`src/rtl/bus_if_types_pkg.sv`:
```
// Shared bus transaction types for the core's instruction/data buses and the
// two-master slave-port arbiter.
package bus_if_types_pkg;

  typedef enum logic {
    READ  = 1'b0,
    WRITE = 1'b1
  } ttype_e;

  // Encoding follows the load/store funct3 field
  typedef enum logic [2:0] {
    BYTE = 3'b000,
    HALF = 3'b001,
    WORD = 3'b010
  } tsize_e;

  typedef enum logic [1:0] {
    OWN_NONE = 2'b00,
    OWN_I    = 2'b01,
    OWN_D    = 2'b10
  } arb_owner_e;

  typedef enum logic {
    ST_IDLE = 1'b0,
    ST_BUSY = 1'b1
  } arb_state_e;

  typedef struct packed {
    ttype_e      ttype;
    tsize_e      tsize;
    logic [31:0] addr;
    logic [31:0] wdata;
  } bus_cmd_t;

  // Watchdog counter width: enough to hold TIMEOUT_CYCLES, never below 1 bit
  function automatic int unsigned wd_cnt_width(input int unsigned timeout);
    int unsigned w;
    w = (timeout == 32'd0) ? 32'd1 : $clog2(timeout + 32'd1);
    return (w < 32'd1) ? 32'd1 : w;
  endfunction

endpackage

```
`src/rtl/bus_arbiter_2m1s_rr_pick2.sv`:
```
// Two-requester winner selection: round-robin against last_served, or fixed
// priority to the D master when mode is set.
module rr_pick2
  import bus_if_types_pkg::*;
(
  input  logic       req_i,
  input  logic       req_d,
  input  arb_owner_e last_served,
  input  logic       mode,
  output arb_owner_e winner
);

  // Winner for the current request pair
  always_comb begin
    winner = OWN_NONE;
    case ({req_i, req_d})
      2'b10: winner = OWN_I;
      2'b01: winner = OWN_D;
      2'b11: begin
        if (mode) begin
          winner = OWN_D;
        end else if (last_served == OWN_I) begin
          winner = OWN_D;
        end else begin
          winner = OWN_I;
        end
      end
      default: winner = OWN_NONE;
    endcase
  end

endmodule

```
`src/rtl/bus_arbiter_2m1s.sv`:
```
// Shares one slave bus port between the instruction and data masters with
// transaction-level arbitration, command latching and a completion watchdog.
module bus_arbiter_2m1s
  import bus_if_types_pkg::*;
#(
  parameter int ARB_MODE       = 0,
  parameter int TIMEOUT_CYCLES = 255
) (
  input  logic        clk,
  input  logic        rst_n,
  input  logic        i_breq,
  input  logic        i_bstart,
  input  ttype_e      i_ttype,
  input  tsize_e      i_tsize,
  input  logic [31:0] i_addr,
  input  logic [31:0] i_wdata,
  output logic        i_bdone,
  output logic        i_berr,
  output logic [31:0] i_rdata,
  input  logic        d_breq,
  input  logic        d_bstart,
  input  ttype_e      d_ttype,
  input  tsize_e      d_tsize,
  input  logic [31:0] d_addr,
  input  logic [31:0] d_wdata,
  output logic        d_bdone,
  output logic        d_berr,
  output logic [31:0] d_rdata,
  output logic        s_breq,
  output logic        s_bstart,
  output ttype_e      s_ttype,
  output tsize_e      s_tsize,
  output logic [31:0] s_addr,
  output logic [31:0] s_wdata,
  input  logic        s_bdone,
  input  logic [31:0] s_rdata,
  output arb_owner_e  owner
);

  localparam int unsigned      CNT_W      = wd_cnt_width(TIMEOUT_CYCLES);
  localparam logic             WD_EN      = (TIMEOUT_CYCLES != 0) ? 1'b1 : 1'b0;
  localparam logic             MODE_FIXED = (ARB_MODE != 0) ? 1'b1 : 1'b0;
  localparam logic [CNT_W-1:0] CNT_LAST   = CNT_W'(TIMEOUT_CYCLES - 1);

  arb_state_e       state_r, state_nxt_s;
  arb_owner_e       owner_r, owner_nxt_s;
  arb_owner_e       last_served_r, last_served_nxt_s;
  arb_owner_e       winner_s;
  bus_cmd_t         cmd_r, cmd_nxt_s;
  bus_cmd_t         i_cmd_s, d_cmd_s;
  logic [CNT_W-1:0] cnt_r, cnt_nxt_s;
  logic             req_i_s, req_d_s;
  logic             done_s, timeout_s;

  assign req_i_s = i_breq & i_bstart;
  assign req_d_s = d_breq & d_bstart;
  assign i_cmd_s = '{ttype: i_ttype, tsize: i_tsize, addr: i_addr, wdata: i_wdata};
  assign d_cmd_s = '{ttype: d_ttype, tsize: d_tsize, addr: d_addr, wdata: d_wdata};

  rr_pick2 u_pick (
    .req_i       (req_i_s),
    .req_d       (req_d_s),
    .last_served (last_served_r),
    .mode        (MODE_FIXED),
    .winner      (winner_s)
  );

  // Next-state, command latch and watchdog decisions
  always_comb begin
    state_nxt_s       = state_r;
    owner_nxt_s       = owner_r;
    last_served_nxt_s = last_served_r;
    cmd_nxt_s         = cmd_r;
    cnt_nxt_s         = cnt_r;
    done_s            = 1'b0;
    timeout_s         = 1'b0;
    case (state_r)
      ST_IDLE: begin
        if (winner_s != OWN_NONE) begin
          state_nxt_s = ST_BUSY;
          owner_nxt_s = winner_s;
          cnt_nxt_s   = '0;
          cmd_nxt_s   = (winner_s == OWN_D) ? d_cmd_s : i_cmd_s;
        end else begin
          state_nxt_s = ST_IDLE;
        end
      end
      ST_BUSY: begin
        // Slave completion takes precedence over a coincident watchdog expiry
        if (s_bdone) begin
          done_s            = 1'b1;
          state_nxt_s       = ST_IDLE;
          owner_nxt_s       = OWN_NONE;
          last_served_nxt_s = owner_r;
        end else if (WD_EN && (cnt_r == CNT_LAST)) begin
          timeout_s   = 1'b1;
          state_nxt_s = ST_IDLE;
          owner_nxt_s = OWN_NONE;
        end else begin
          cnt_nxt_s = cnt_r + CNT_W'(1);
        end
      end
      default: begin
        state_nxt_s = ST_IDLE;
        owner_nxt_s = OWN_NONE;
      end
    endcase
  end

  // State, owner, round-robin history, latched command and watchdog count
  always_ff @(posedge clk or negedge rst_n) begin
    if (!rst_n) begin
      state_r       <= ST_IDLE;
      owner_r       <= OWN_NONE;
      last_served_r <= OWN_D;
      cmd_r         <= '0;
      cnt_r         <= '0;
    end else begin
      state_r       <= state_nxt_s;
      owner_r       <= owner_nxt_s;
      last_served_r <= last_served_nxt_s;
      cmd_r         <= cmd_nxt_s;
      cnt_r         <= cnt_nxt_s;
    end
  end

  assign s_breq   = (state_r == ST_BUSY);
  assign s_bstart = (state_r == ST_BUSY);
  assign s_ttype  = cmd_r.ttype;
  assign s_tsize  = cmd_r.tsize;
  assign s_addr   = cmd_r.addr;
  assign s_wdata  = cmd_r.wdata;
  assign owner    = owner_r;

  assign i_bdone = (done_s | timeout_s) & (owner_r == OWN_I);
  assign i_berr  = timeout_s & (owner_r == OWN_I);
  assign i_rdata = (timeout_s && (owner_r == OWN_I)) ? 32'h0000_0000 : s_rdata;
  assign d_bdone = (done_s | timeout_s) & (owner_r == OWN_D);
  assign d_berr  = timeout_s & (owner_r == OWN_D);
  assign d_rdata = (timeout_s && (owner_r == OWN_D)) ? 32'h0000_0000 : s_rdata;

endmodule

```
`config.mk`:
```
export PLATFORM = sky130hd
export DESIGN_NAME = bus_arbiter_2m1s
export DESIGN_NICKNAME = d
export VERILOG_FILES = /design/src/rtl/bus_if_types_pkg.sv /design/src/rtl/bus_arbiter_2m1s_rr_pick2.sv /design/src/rtl/bus_arbiter_2m1s.sv
export SDC_FILE = /design/constraint.sdc
export NUM_CORES = 1
export LEC_CHECK = 0
export ABC_AREA = 1
export BUFFER_PORTS_ARGS = -buffer_cell sky130_fd_sc_hd__buf_4
export CAP_MARGIN = 40
export CORE_AREA = 5 5 119 121
export DETAILED_ROUTE_END_ITERATION = 16
export DIE_AREA = 0 0 124 126
export PLACE_DENSITY = 0.72
export SYNTH_ARGS = -nofsm -noshare
export SYNTH_HDL_FRONTEND = slang
export SYNTH_SLANG_ARGS = --single-unit
```
`constraint.sdc`:
```
create_clock -name clk -period 1.35 [get_ports clk]
set_input_delay 0.135 -clock clk [delete_from_list [all_inputs] [get_ports clk]]
set_output_delay 0.135 -clock clk [all_outputs]
set_load 0.01 [all_outputs]
```
# Word level (Yosys, flattened, before mapping)
# Index checks and enable logic that the tools add are counted.
# W data, S select, Z words.
# classes
mux,22
add_sub_neg,1
mul,0
n_div,0
shifts,0
order_cmp,0
n_bitwise,8
n_eq_ne,12
reduce_logical,7
# ops
operator,n
$mux W68,1
$mux W32,2
$mux W8,3
$pmux W8 S2,1
$add A8 B1 Y8 const B,1
$eq A2 B2 Y1 const B,4
$eq A8 B8 Y1 const B,1
$mux W1,8
$mux W2,4
$and A1 B1 Y1,6
$eq A2 B1 Y1 const B,3
$ne A2 B2 Y1 const B,3
$pmux W2 S3,1
$reduce_and A2 Y1,3
$pmux W2 S2,1
$ne A3 B2 Y1 const B,1
$reduce_and A3 Y1,1
$logic_and A1 B1 Y1,2
$pmux W1 S2,1
$reduce_bool A2 Y1,1
$not A1 Y1,1
$or A1 B1 Y1,1
# word_totals
ramBits,0
wordCells,58
input_bits,175
register_bits,81
memories,0
rom_bits,0
output_inout_bits,140
latch_bits,0

# Logic depth before layout (Yosys ltp)
# Gate-level depths: netlist (run 1).
# depth
ltp_word,6
ltp_mapped,9
mapped_depth_nobuf,9

# Modules after synthesis
# Synthesis (run 1) repeated with hierarchy kept, for this count alone.
# unflattened
hier_cells,603
hier_area_um2,4568.1
# by_module_without_submodules
mod,area_per_inst_um2,instances,seq_area_each_um2,cells_per_inst
bus_arbiter_2m1s,4530.6,1,2028.2,594
rr_pick2,37.5,1,0.0,9

# Worst setup path after synthesis (run 1)
# No wires, ideal clock.
# synth_path
kind,register to output
from,reg cnt_r[0]
to,out d_rdata[22]
path_slack_ps,-184
t_required_ps,1215
arrival_ps,1399
stages_incl_launch_ff,9
n_path_buf,1
cell_sequence,dfrtp_1 -> inv_1 -> ha_1 -> nand2_1 -> nor2_1 -> nand3_4 -> nor2_4 -> buf_6 -> nor2_1
# synth_via
elab_chain_cells,6
# synth_rtl
item,line,source
"start, declared",bus_arbiter_2m1s.sv:51,"logic [CNT_W-1:0] cnt_r, cnt_nxt_s;"
"start signal, assigned",bus_arbiter_2m1s.sv:123,cnt_r <= cnt_nxt_s;
$eq A8 B8 Y1,bus_arbiter_2m1s.sv:95,end else if (WD_EN && (cnt_r == CNT_LAST)) begin
$mux W1,bus_arbiter_2m1s.sv:95,
$mux W1,bus_arbiter_2m1s.sv:90,if (s_bdone) begin
$mux W1,bus_arbiter_2m1s.sv:77,case (state_r)
$logic_and A1 B1 Y1,bus_arbiter_2m1s.sv:140,assign d_rdata = (timeout_s && (owner_r == OWN_D)) ? 32'h0000_0000 : s_rdata;
$mux W32,bus_arbiter_2m1s.sv:140,
"end, declared",bus_arbiter_2m1s.sv:28,"output logic [31:0] d_rdata,"
# No other way between the ends.

# Worst setup path in the final report (run 1)
# layout_path
from,reg cnt_r[0]
to,out d_rdata[21]
# The elaborated chain is that of the path after synthesis.

==> results.json, run 1 <==
{
  "timing.final.ws_setup_ns": -0.5116,
  "clkTransAtPathRegs_ns": 0.07,
  "synth_xor_xnor_area_share_pct": 0.1984,
  "h-tree-depth": 3,
  "criticalPathCategory": "flip-flop to output port",
  "worstPathMaxFanout": 23,
  "critPathCaptureType": "output port",
  "cp_slowest_stage_delay_ns": 0.38,
  "run_status": "complete, but fails checks",
  "power_density_nw_per_um2": 1225,
  "timing.final.crit_share_pct": 137.9,
  "ys_warn_count": 0,
  "critical_path.startpoint_type": "flip-flop",
  "synth_cell_type_count": 25,
  "period_minus_slack_ns": 1.862,
  "die_h_um": 126,
  "floorplan.core_area_um2": 12980,
  "mappedNetlistNets": 770,
  "holdCritPathClass": "input port to flip-flop",
  "power.net_switching_w": 0.003408,
  "first_pass_grt_wire_length_um": 27470,
  "pwr-share-comb_pct": 39.8,
  "layout.nets": 1114,
  "final_layout_size_suffix_gt1_share_pct": 52.65,
  "synth.avg_cell_area_um2": 7.444,
  "violated_checks": "negative setup slack",
  "fillerInstances": 1101,
  "final_common_cell": "sky130_fd_sc_hd__buf_4",
  "hpwlAfterDp_um": 13070,
  "synth_top_area_cells": "sky130_fd_sc_hd__dfrtp_1 (45%), sky130_fd_sc_hd__a21oi_1 (15%), sky130_fd_sc_hd__nor2_1 (12%)",
  "dpl_worst_slack_ns": -0.1780,
  "synth-simple-area-share_pct": 26.93,
  "postSynthCellCount": 593,
  "data_required_critical_path_ns": 1.22,
  "critical_path.n_buffers_inverters": 3,
  "synth_top_area_share_pct": 45.35,
  "groute.usage.overall_pct": 22.26,
  "vdd_ir_drop_max_uv": 593.7,
  "flow.area_growth_from_synthesis_pct": 91.64,
  "synth_largest_area_cell": "sky130_fd_sc_hd__dfrtp_1",
  "post_synth_mux_area_share_pct": 0,
  "critical_path_arrival_ns": 1.73,
  "worst_skew_pair.late_latency_ns": 0.33,
  "sequentialPowerShare_pct": 33.1,
  "syn-cell-area_um2": 4414,
  "maximum_clock_rate_mhz": 537.2,
  "die_width_um": 124,
  "worstPathCellList": "inv_2 > ha_4 > nand2_4 > nor2_4 > nand3_4 > nor2_4 > buf_12 > nor2_1 > buf_4",
  "floorplan.initialDensity_pct": 34.01,
  "synth-seq-cells": 81,
  "max-cap-violations": 0,
  "num_rows": 42,
  "tritoncts": "built",
  "p_int_w": 0.006957,
  "unrepaired_setup_endpoints_after_global_routing": "true",
  "tightest_slew_ns": 0.2918,
  "route.detailed.vias_per_inst": 4.922,
  "cpMostUsedCell": "sky130_fd_sc_hd__nor2_4",
  "slowest_stage": "sky130_fd_sc_hd__dfrtp_1",
  "die_area_um2": 15620,
  "timing.clock.skew_ns": 0.01442,
  "cts-root-buf": "sky130_fd_sc_hd__clkbuf_16",
  "longest_clk_path_bufs": 2,
  "combinational_family_with_the_most_area_after_synthesis": "simple AND/OR/NAND/NOR gates",
  "detailroute.via_count": 5503,
  "postRouteAntennaNets": 0,
  "post_drt_wl_per_cell_um": 17.12,
  "io_pins": 315,
  "timing_hold_violations_final": 0,
  "power_frac_clock_pct": 27.1,
  "most_used_flip_flop_cell_after_synthesis": "sky130_fd_sc_hd__dfrtp_1",
  "drtIter0Drc": 221,
  "buffer_ports.inserted": 314,
  "share_of_synthesized_area_occupied_by_flip_flops_and_latches_pct": 45.95,
  "cts_inserted_buffers": 9,
  "finish.utilization_pct": 65.17,
  "static-leakage-power_nw": 4.027,
  "final-setup-viol-count": 106,
  "drcViolationCount": 0,
  "synthAdderAreaFrac_pct": 0.5669,
  "timing.slew.headroom_pct": 80.55,
  "crit_family": "simple AND/OR/NAND/NOR gates",
  "sw_frac_of_total_pct": 32.88,
  "synth_edf_count": 0,
  "drv_slew": 0,
  "finalWeightedCongestion": 0.7901,
  "tritoncts_num_sinks": 81,
  "drt_pass1_iterations": 4,
  "async_s_r_ff_share_synth_pct": 100.0,
  "count_of_antenna_diodes_in_the_layout": 0,
  "grt_remaining_overflow": 0,
  "synth_compound_gate_area_share_pct": 16.38,
  "r2r_slack_ns": -0.05,
  "final_cell_mix": "sky130_fd_sc_hd__buf_4 (335), sky130_fd_sc_hd__nor2_1 (131), sky130_fd_sc_hd__dfrtp_1 (80), sky130_fd_sc_hd__a21oi_1 (75), sky130_fd_sc_hd__nand3_1 (72)",
  "grt_max_degree": 48,
  "wl_um": 19140,
  "grt_antenna_before_repair": 0,
  "number_of_global_route_vias_before_repair": 5315
}
-- worst register-to-register path: cells and delay by family (launching register included) --
family	cells	cell delay, ns
AO/OA/AOI/OAI	2	0.23
buffers and inverters	3	0.29
flip-flops	1	0.54
AND/OR/NAND/NOR	3	0.25
-- state kept, by name, summed over array words and instances, names as in the netlist --
signal,cells
last_served_r,2
s_addr,32
s_breq,1
s_wdata,32
s_tsize,3
s_ttype,1
owner,2
cnt_r,8
-- worst paths after layout --
kind / start / cells after the start / end
max: cnt_r[0]$_DFFE_PN0P_ / 9 / d_rdata[21]
min: d_addr[28] / 3 / s_addr[28]$_DFFE_PN0P_
max reg2reg: last_served_r[1]$_DFFE_PN1P_ / 8 / s_addr[30]$_DFFE_PN0P_
min reg2reg: s_addr[21]$_DFFE_PN0P_ / 2 / s_addr[21]$_DFFE_PN0P_
max in group asynchronous: rst_n / 3 / cnt_r[7]$_DFFE_PN0P_
min in group asynchronous: rst_n / 2 / s_addr[25]$_DFFE_PN0P_
-- cell families (layout without fill, tap and decap cells) --
kind of cell | after synthesis | after routing
and+or+nand+nor | 275 | 276
AOI/OAI and AO/OA | 144 | 144
buffers and inverters | 90 | 438
DFF | 81 | 81
adders and majority gates | 2 | 2
xor gates and xnor gates | 1 | 1
-- final cells by class --
class / instances / area [um2] / share of cell area [%]
repair buffers: 375 / 3222 / 38.09
multi-input cells: 423 / 2469 / 29.18
flip-flops and latches: 81 / 2028 / 23.98
clock buffers: 11 / 232.7 / 2.751
well taps: 176 / 220.2 / 2.603
inverters: 47 / 183.9 / 2.174
clock inverters: 5 / 103.9 / 1.228
-- power groups by stage --
stage,sequential [W],clock (W),combinational (W)
2_1_floorplan,0.00373,0,0.00122
3_3_place_gp,0.00343,0,0.00359
3_5_place_dp,0.00345,0,0.00361
4_1_cts,0.00342,0.00286,0.00386
5_1_grt,0.00351,0.00298,0.00444
6_report,0.00343,0.00281,0.00413
-- cell usage after synthesis (3+ instances only) --
library cell,number
sky130_fd_sc_hd__nor2_4,3
sky130_fd_sc_hd__a21oi_1,136
sky130_fd_sc_hd__nand2_1,41
sky130_fd_sc_hd__nor2_1,144
sky130_fd_sc_hd__buf_6,8
sky130_fd_sc_hd__nand2_2,4
sky130_fd_sc_hd__clkbuf_1,11
sky130_fd_sc_hd__buf_2,17
sky130_fd_sc_hd__buf_4,5
sky130_fd_sc_hd__dfrtp_1,80
sky130_fd_sc_hd__inv_1,44
sky130_fd_sc_hd__o21ai_0,7
sky130_fd_sc_hd__nand3_1,77
-- stage by stage --
step	area, um2	instances	TNS, ns	power [W]	hold WS (ns)
6_report	8459	1118	-33.88	0.01037	0.06371
3_5_place_dp	7248	1078	-12.97	0.007058	-0.03460
3_3_place_gp	7248	1078	-11.67	0.007023	-0.03194
2_1_floorplan	4513	593	-4.357	0.004948	-0.1606
5_1_grt	8459	1118	-43.67	0.01092	0.05871
4_1_cts	8024	1111	-36.22	0.01014	0.05855
-- metal layers --
layer / track usage, % / vias up / share of wire [%] / wire length, um
met2: 39.13 / 267 / 52 / 9887
met1: 25.05 / 2570 / 35 / 6771
li1: - / 2633 / - / -
met5: 0 / - / 0 / 0
met4: 7.281 / 0 / 2.0 / 381
met3: 7.534 / 33 / 11 / 2104
-- repair_timing --
action | CTS | global route
cloned | 7 | 5
endpoints found under the hold margin | 80 | 0
endpoints found under the setup margin | 125 | 143
pin swaps | 9 | 34
hold buffers | 1 | 0
resized for setup | 43 | 91
buffers inserted | 9 | 8
Note: power is estimated with default switching activity, not from simulation.
==> inputs of run 2 (changes only) <==
--- a/config.mk
+++ b/config.mk
@@ -6,12 +6,11 @@
 export NUM_CORES = 1
 export LEC_CHECK = 0
 export ABC_AREA = 1
-export BUFFER_PORTS_ARGS = -buffer_cell sky130_fd_sc_hd__buf_4
 export CAP_MARGIN = 40
-export CORE_AREA = 5 5 119 121
+export CORE_AREA = 5 5 120 122
 export DETAILED_ROUTE_END_ITERATION = 16
-export DIE_AREA = 0 0 124 126
-export PLACE_DENSITY = 0.72
+export DIE_AREA = 0 0 125 127
+export DONT_BUFFER_PORTS = 1
 export SYNTH_ARGS = -nofsm -noshare
 export SYNTH_HDL_FRONTEND = slang
 export SYNTH_SLANG_ARGS = --single-unit
==> run 2 against run 1 <==
Effect of this change: critical path type unchanged; the flow finishes with violations (negative hold slack, negative setup slack); final cell count fell by 16%; largest cell class is now multi-input combinational cells; worst setup slack got worse by 0.025 ns; critical path depth unchanged; total power shrank 7.1%; highest routed layer unchanged; core utilization down 1.5 points; combinational power fell by 22%; hold slack worse by 0.57 ns.
==> results.json, run 2 (synthesized netlist as in run 1, its figures left out) <==
{
  "period_minus_slack_ns": 1.886,
  "power.net_switching_w": 0.003694,
  "register_area_um2": 2028,
  "run_status": "complete, but fails checks",
  "tritoncts": "built",
  "groute.usage.overall_pct": 23.98,
  "power_density_nw_per_um2": 1156,
  "detailroute.via_count": 5414,
  "drv_slew": 0,
  "final_common_cell": "sky130_fd_sc_hd__dlygate4sd3_1",
  "critical_path_arrival_ns": 1.75,
  "timing.final.crit_share_pct": 139.7,
  "io_pins": 315,
  "buffer_ports.inserted": 0,
  "tritoncts_num_sinks": 81,
  "die_width_um": 125,
  "timing.slew.headroom_pct": 63.92,
  "grt_max_degree": 82,
  "sequentialPowerShare_pct": 41.3,
  "critical_path.startpoint_type": "flip-flop",
  "timing_hold_violations_final": 82,
  "hpwlAfterDp_um": 11860,
  "multi_input_area_um2": 3226,
  "die_area_um2": 15880,
  "vdd_ir_drop_max_uv": 765.6,
  "final_layout_size_suffix_gt1_share_pct": 40.82,
  "finish.utilization_pct": 63.65,
  "worstPathMaxFanout": 17,
  "postRouteAntennaNets": 0,
  "worst_skew_pair.late_latency_ns": 0.34,
  "timing.final.ws_setup_ns": -0.5363,
  "drcViolationCount": 0,
  "power_frac_clock_pct": 25.2,
  "sw_frac_of_total_pct": 38.38,
  "post_drt_wl_per_cell_um": 24.98,
  "grt.met2_usage_pct": 43.59,
  "holdCritPathClass": "input port to asynchronous set/reset pin",
  "grt_antenna_before_repair": 1,
  "num_rows": 42,
  "report.power.total_w": 0.009624,
  "r2r_slack_ns": -0.24,
  "timing.rr.end": "cnt_r[7]$_DFFE_PN0P_",
  "tightest_slew_ns": 0.5412,
  "critical_path.reg2reg.startpoint": "cnt_r[0]$_DFFE_PN0P_",
  "drtIter0Drc": 283,
  "die_h_um": 127,
  "final_cell_mix": "sky130_fd_sc_hd__dlygate4sd3_1 (111), sky130_fd_sc_hd__nor2_1 (102), sky130_fd_sc_hd__dfrtp_1 (80), sky130_fd_sc_hd__a21oi_2 (73), sky130_fd_sc_hd__inv_1 (41)",
  "static-leakage-power_nw": 3.262,
  "data_required_critical_path_ns": 1.22,
  "gr-usage-met1_pct": 26.35,
  "grt_remaining_overflow": 0,
  "p_int_w": 0.005930,
  "busiest_layer": "met2",
  "r2r_cells": 11,
  "pwr-share-comb_pct": 33.5,
  "cts-root-buf": "sky130_fd_sc_hd__clkbuf_16",
  "longest_clk_path_bufs": 2,
  "grt_use_met3_pct": 6.219,
  "finalWeightedCongestion": 0.9478,
  "criticalPathCategory": "flip-flop to output port",
  "violated_checks": "negative hold slack, negative setup slack",
  "max-cap-violations": 0,
  "number_of_global_route_vias_before_repair": 5395,
  "floorplan.initialDensity_pct": 33.73,
  "fillerInstances": 942,
  "critPathCaptureType": "output port",
  "flow.area_growth_from_synthesis_pct": 88.66,
  "drt_pass1_iterations": 4,
  "cts_inserted_buffers": 9,
  "unrepaired_setup_endpoints_after_global_routing": "true",
  "h-tree-depth": 3,
  "floorplan.core_area_um2": 13090,
  "clkTransAtPathRegs_ns": 0.07,
  "wl_um": 23330,
  "holdWs_ns": -0.5101,
  "timing.clock.skew_ns": 0.006172,
  "layout.nets": 930,
  "first_pass_grt_wire_length_um": 30360,
  "route.detailed.vias_per_inst": 5.797,
  "maximum_clock_rate_mhz": 530.1,
  "final-setup-viol-count": 146
}
[run 2: routing by layer]
| layer | vias to the layer above | wire length (um) |
|---|---|---|
| met3 | 110 | 2380 |
| li1 | 2270 | - |
| met4 | 0 | 1373 |
| met1 | 2567 | 7367 |
| met2 | 467 | 12210 |
| met5 | - | 0 |
[run 2: power by group through the flow]
stage / registers, W / logic, W / clock network [W]
2_1_floorplan: 0.00373 / 0.00122 / 0
3_3_place_gp: 0.00393 / 0.00162 / 0
3_5_place_dp: 0.00393 / 0.00169 / 0
4_1_cts: 0.00391 / 0.00252 / 0.00245
5_1_grt: 0.00401 / 0.00342 / 0.00257
6_report: 0.00397 / 0.00322 / 0.00243
[run 2: through the flow]
stage          TNS, ns  instances  cell area [um2]  setup WS (ns)
2_1_floorplan   -4.357        593             4513       -0.08185
4_1_cts         -36.34        912             7198        -0.5334
5_1_grt         -48.64        934             8328        -0.6225
3_5_place_dp    -10.03        770             4936        -0.1818
3_3_place_gp    -6.219        770             4936        -0.1505
6_report        -39.02        934             8328        -0.5363
[run 2: how the worst max path moves through the flow]
stage	slack [ns]	cells past startpoint	start	endpoint
2_1_floorplan	-0.08	8	cnt_r[0]$_DFFE_PN0P_	d_rdata[22]
3_3_place_gp	-0.15	9	cnt_r[0]$_DFFE_PN0P_	i_rdata[16]
3_5_place_dp	-0.18	9	cnt_r[0]$_DFFE_PN0P_	i_rdata[16]
4_1_cts	-0.53	9	cnt_r[0]$_DFFE_PN0P_	d_rdata[15]
5_1_grt	-0.62	9	cnt_r[0]$_DFFE_PN0P_	i_rdata[1]
6_report	-0.54	9	cnt_r[0]$_DFFE_PN0P_	i_rdata[16]
[run 2: layout make-up]
cell class / count / area share [%]
sequential: 81 / 24.35
tap: 176 / 2.644
timing repair buffer: 191 / 28.62
inverter: 47 / 2.178
multi-input combinational: 423 / 38.73
clock inverter: 5 / 0.6911
antenna: 1 / 0.03005
clock buffer: 10 / 2.749
[run 2: worst max-delay path: stages, from the launching register on]
cell and delay, ns:
sky130_fd_sc_hd__dfrtp_1 0.39, sky130_fd_sc_hd__inv_2 0.08, sky130_fd_sc_hd__ha_4 0.15, sky130_fd_sc_hd__nand2_4 0.05
sky130_fd_sc_hd__nor2_4 0.11, sky130_fd_sc_hd__nand3_4 0.11, sky130_fd_sc_hd__nor2_4 0.18, sky130_fd_sc_hd__buf_12 0.16
sky130_fd_sc_hd__nor2_1 0.05, sky130_fd_sc_hd__buf_4 0.14
[run 2: timing repair]
action / in CTS / in global routing
gates cloned: 15 / 11
hold endpoints to repair: 149 / 92
gates resized for setup: 121 / 181
hold buffers: 100 / 11
setup buffers: 13 / 3
setup endpoints to repair: 140 / 146
pin swaps: 30 / 57
==> inputs of run 3 (changes only) <==
--- a/config.mk
+++ b/config.mk
@@ -5,11 +5,10 @@
 export SDC_FILE = /design/constraint.sdc
 export NUM_CORES = 1
 export LEC_CHECK = 0
-export ABC_AREA = 1
 export CAP_MARGIN = 40
-export CORE_AREA = 5 5 120 122
+export CORE_AREA = 5 5 118 120
 export DETAILED_ROUTE_END_ITERATION = 16
-export DIE_AREA = 0 0 125 127
+export DIE_AREA = 0 0 123 125
 export DONT_BUFFER_PORTS = 1
 export SYNTH_ARGS = -nofsm -noshare
 export SYNTH_HDL_FRONTEND = slang
==> run 3 against run 2 <==
Effect of this change: the flow still finishes with violations (negative hold slack, negative setup slack); area after synthesis decreased by 3.0%; clock power increased by 17%; hold slack got worse by 0.00066 ns; fmax decreased by 8.5%; via count decreased by 24%; sequential power decreased by 2%; largest power group unchanged.
==> results.json, run 3 <==
{
  "num_rows": 42,
  "flow.area_growth_from_synthesis_pct": 67.02,
  "unrepaired_setup_endpoints_after_global_routing": "true",
  "holdCritPathClass": "input port to asynchronous set/reset pin",
  "postSynthCellCount": 444,
  "mappedNetlistNets": 621,
  "drt_pass1_iterations": 5,
  "synth_top_area_share_pct": 46.74,
  "tritoncts": "built",
  "drv_slew": 0,
  "critPathCaptureType": "output port",
  "first_pass_grt_wire_length_um": 23450,
  "synth_edf_count": 0,
  "critical_path_arrival_ns": 1.93,
  "share_of_synthesized_area_occupied_by_flip_flops_and_latches_pct": 47.36,
  "max-cap-violations": 0,
  "most_used_flip_flop_cell_after_synthesis": "sky130_fd_sc_hd__dfrtp_1",
  "timing_hold_violations_final": 84,
  "ys_warn_count": 0,
  "synth.top_cells.by_count": "sky130_fd_sc_hd__dfrtp_1 (80), sky130_fd_sc_hd__nand2_1 (77), sky130_fd_sc_hd__o21ai_0 (71)",
  "io_pins": 315,
  "syn-cell-area_um2": 4283,
  "clkTransAtPathRegs_ns": 0.07,
  "cts-root-buf": "sky130_fd_sc_hd__clkbuf_16",
  "holdWs_ns": -0.5107,
  "critical_path.startpoint_type": "flip-flop",
  "worstPathMaxFanout": 16,
  "yosys.cell_count.top_type": "sky130_fd_sc_hd__dfrtp_1",
  "tritoncts_num_sinks": 81,
  "static-leakage-power_nw": 3.126,
  "async_s_r_ff_share_synth_pct": 100.0,
  "final_common_cell": "sky130_fd_sc_hd__dlygate4sd3_1",
  "detailroute.via_count": 4092,
  "power_density_nw_per_um2": 1260,
  "tns_ns": -58.86,
  "timing.clock.skew_ns": 0.008569,
  "buffer_ports.inserted": 0,
  "floorplan.core_area_um2": 12870,
  "die_h_um": 125,
  "grt_remaining_overflow": 0,
  "criticalPathCategory": "flip-flop to output port",
  "drtIter0Drc": 166,
  "timing.final.ws_setup_ns": -0.7123,
  "register_area_um2": 2029,
  "grt_max_degree": 82,
  "grt_antenna_before_repair": 0,
  "fillerInstances": 1037,
  "drcViolationCount": 0,
  "run_status": "complete, but fails checks",
  "layout.nets": 771,
  "multi_input_area_um2": 2557,
  "final_cell_mix": "sky130_fd_sc_hd__dlygate4sd3_1 (114), sky130_fd_sc_hd__dfrtp_1 (79), sky130_fd_sc_hd__nand2_1 (77), sky130_fd_sc_hd__o21ai_1 (64), sky130_fd_sc_hd__mux2i_1 (49)",
  "period_minus_slack_ns": 2.062,
  "count_of_antenna_diodes_in_the_layout": 0,
  "finalWeightedCongestion": 0.7675,
  "vdd_ir_drop_max_uv": 735.3,
  "timing.final.crit_share_pct": 152.8,
  "worst_skew_pair.late_latency_ns": 0.33,
  "synth_top_area_cells": "sky130_fd_sc_hd__dfrtp_1 (47%), sky130_fd_sc_hd__mux2i_1 (16%), sky130_fd_sc_hd__nor2b_1 (9.3%)",
  "tightest_slew_ns": 0.3493,
  "final_layout_size_suffix_gt1_share_pct": 26.92,
  "groute.usage.overall_pct": 20.05,
  "postRouteAntennaNets": 0,
  "floorplan.initialDensity_pct": 33.27,
  "cts_inserted_buffers": 9,
  "violated_checks": "negative hold slack, negative setup slack",
  "report.power.total_w": 0.009015,
  "number_of_global_route_vias_before_repair": 4192,
  "die_width_um": 123,
  "longest_clk_path_bufs": 2,
  "post_drt_wl_per_cell_um": 22.86,
  "data_required_critical_path_ns": 1.22,
  "route.detailed.vias_per_inst": 5.287,
  "synth_largest_area_cell": "sky130_fd_sc_hd__dfrtp_1",
  "timing.slew.headroom_pct": 76.41,
  "synth_cell_type_count": 36,
  "synth-seq-cells": 81,
  "hpwlAfterDp_um": 10060,
  "maximum_clock_rate_mhz": 484.9,
  "h-tree-depth": 3,
  "finish.utilization_pct": 55.56,
  "wl_um": 17700,
  "synth.avg_cell_area_um2": 9.646,
  "die_area_um2": 15380,
  "final-setup-viol-count": 147
}
==> run 3: cell count changes in the layout (fill, tap and decap cells not counted), sizes merged, moves of 5 or more <==
cell and change:
nor2 -144, a21oi -135, nand3 -71, mux2i +68, nor2b +64, o21ai +64, inv -44, nand2 +32
buf -17, nand2b +6, clkbuf -5
==> run 3: kinds of logic (layout without fill, tap and decap cells) <==
group / count (synthesis) / after routing / share of synthesized area (%)
adder cells (fa/ha/maj): 2 / 2 / 0.5842
XOR/XNOR: 1 / 1 / 0.2045
buffers and inverters: 36 / 190 / 4.674
multiplexers: 70 / 70 / 16.42
flip-flops: 81 / 81 / 47.36
AND/OR/NAND/NOR: 170 / 170 / 20.22
AO/OA/AOI/OAI: 84 / 84 / 10.55
==> run 3: metrics by stage <==
stage	setup slack, ns	cells	hold slack, ns	area [um2]
finish	-0.7123	774	-0.5107	7153
CTS	-0.6865	758	-0.5232	6513
floorplan	-0.2411	444	-0.1606	4425
global placement	-0.2559	616	-0.1571	4681
global route	-0.8130	774	-0.5273	7153
detailed placement	-0.3288	616	-0.1574	4681
==> run 3: area by class of cell <==
| cell class | count | share of cell area [%] |
|---|---|---|
| Multi-Input combinational cell | 327 | 35.75 |
| Sequential cell | 81 | 28.37 |
| Timing Repair Buffer | 173 | 27.92 |
| Clock buffer | 9 | 3.149 |
| Tap cell | 176 | 3.079 |
| Clock inverter | 6 | 1.627 |
| Inverter | 2 | 0.1050 |
==> run 3: critical path, stage by stage (launching register included) <==
cell,delay (ns)
sky130_fd_sc_hd__dfrtp_1,0.37
sky130_fd_sc_hd__inv_1,0.06
sky130_fd_sc_hd__ha_2,0.19
sky130_fd_sc_hd__nand4_1,0.12
sky130_fd_sc_hd__or2_4,0.28
sky130_fd_sc_hd__nor3_4,0.16
sky130_fd_sc_hd__buf_12,0.14
sky130_fd_sc_hd__clkbuf_16,0.17
sky130_fd_sc_hd__nor2b_1,0.09
==> run 3: repair_timing <==
item,in CTS,in global routing
cloned,8,7
resized for setup,71,113
buffers inserted,8,11
pin swaps,8,11
hold buffers,111,3
hold endpoints to repair,139,83
setup endpoints to repair,147,147
==> run 3: per-layer routing <==
layer / GRT usage [%] / part of all wire, %
met5: 0 / 0
met4: 10.81 / 3.6
met3: 6.188 / 9.9
met2: 36.22 / 53
met1: 20.25 / 33
==> run 3: where the power goes <==
part	switching, W	leakage, nW	internal, W
logic	0.00107	1.95	0.00119
registers	0.000825	1.01	0.00309
clock network	0.00103	0.166	0.00181
==> run 3: worst paths after layout <==
kind	start	endpoint	slack [ns]	cells after the start
worst max-delay path	cnt_r[0]$_DFFE_PN0P_	d_rdata[20]	-0.71	8
worst min-delay path	rst_n	s_wdata[24]$_DFFE_PN0P_	-0.51	0
worst min register to register	s_tsize[1]$_DFFE_PN0P_	s_tsize[1]$_DFFE_PN0P_	0.57	2
worst max register to register	last_served_r[1]$_DFFE_PN1P_	s_addr[9]$_DFFE_PN0P_	-0.26	7
max in group asynchronous	rst_n	last_served_r[1]$_DFFE_PN1P_	1.66	0
min in group clk	d_addr[26]	s_addr[26]$_DFFE_PN0P_	-0.01	2
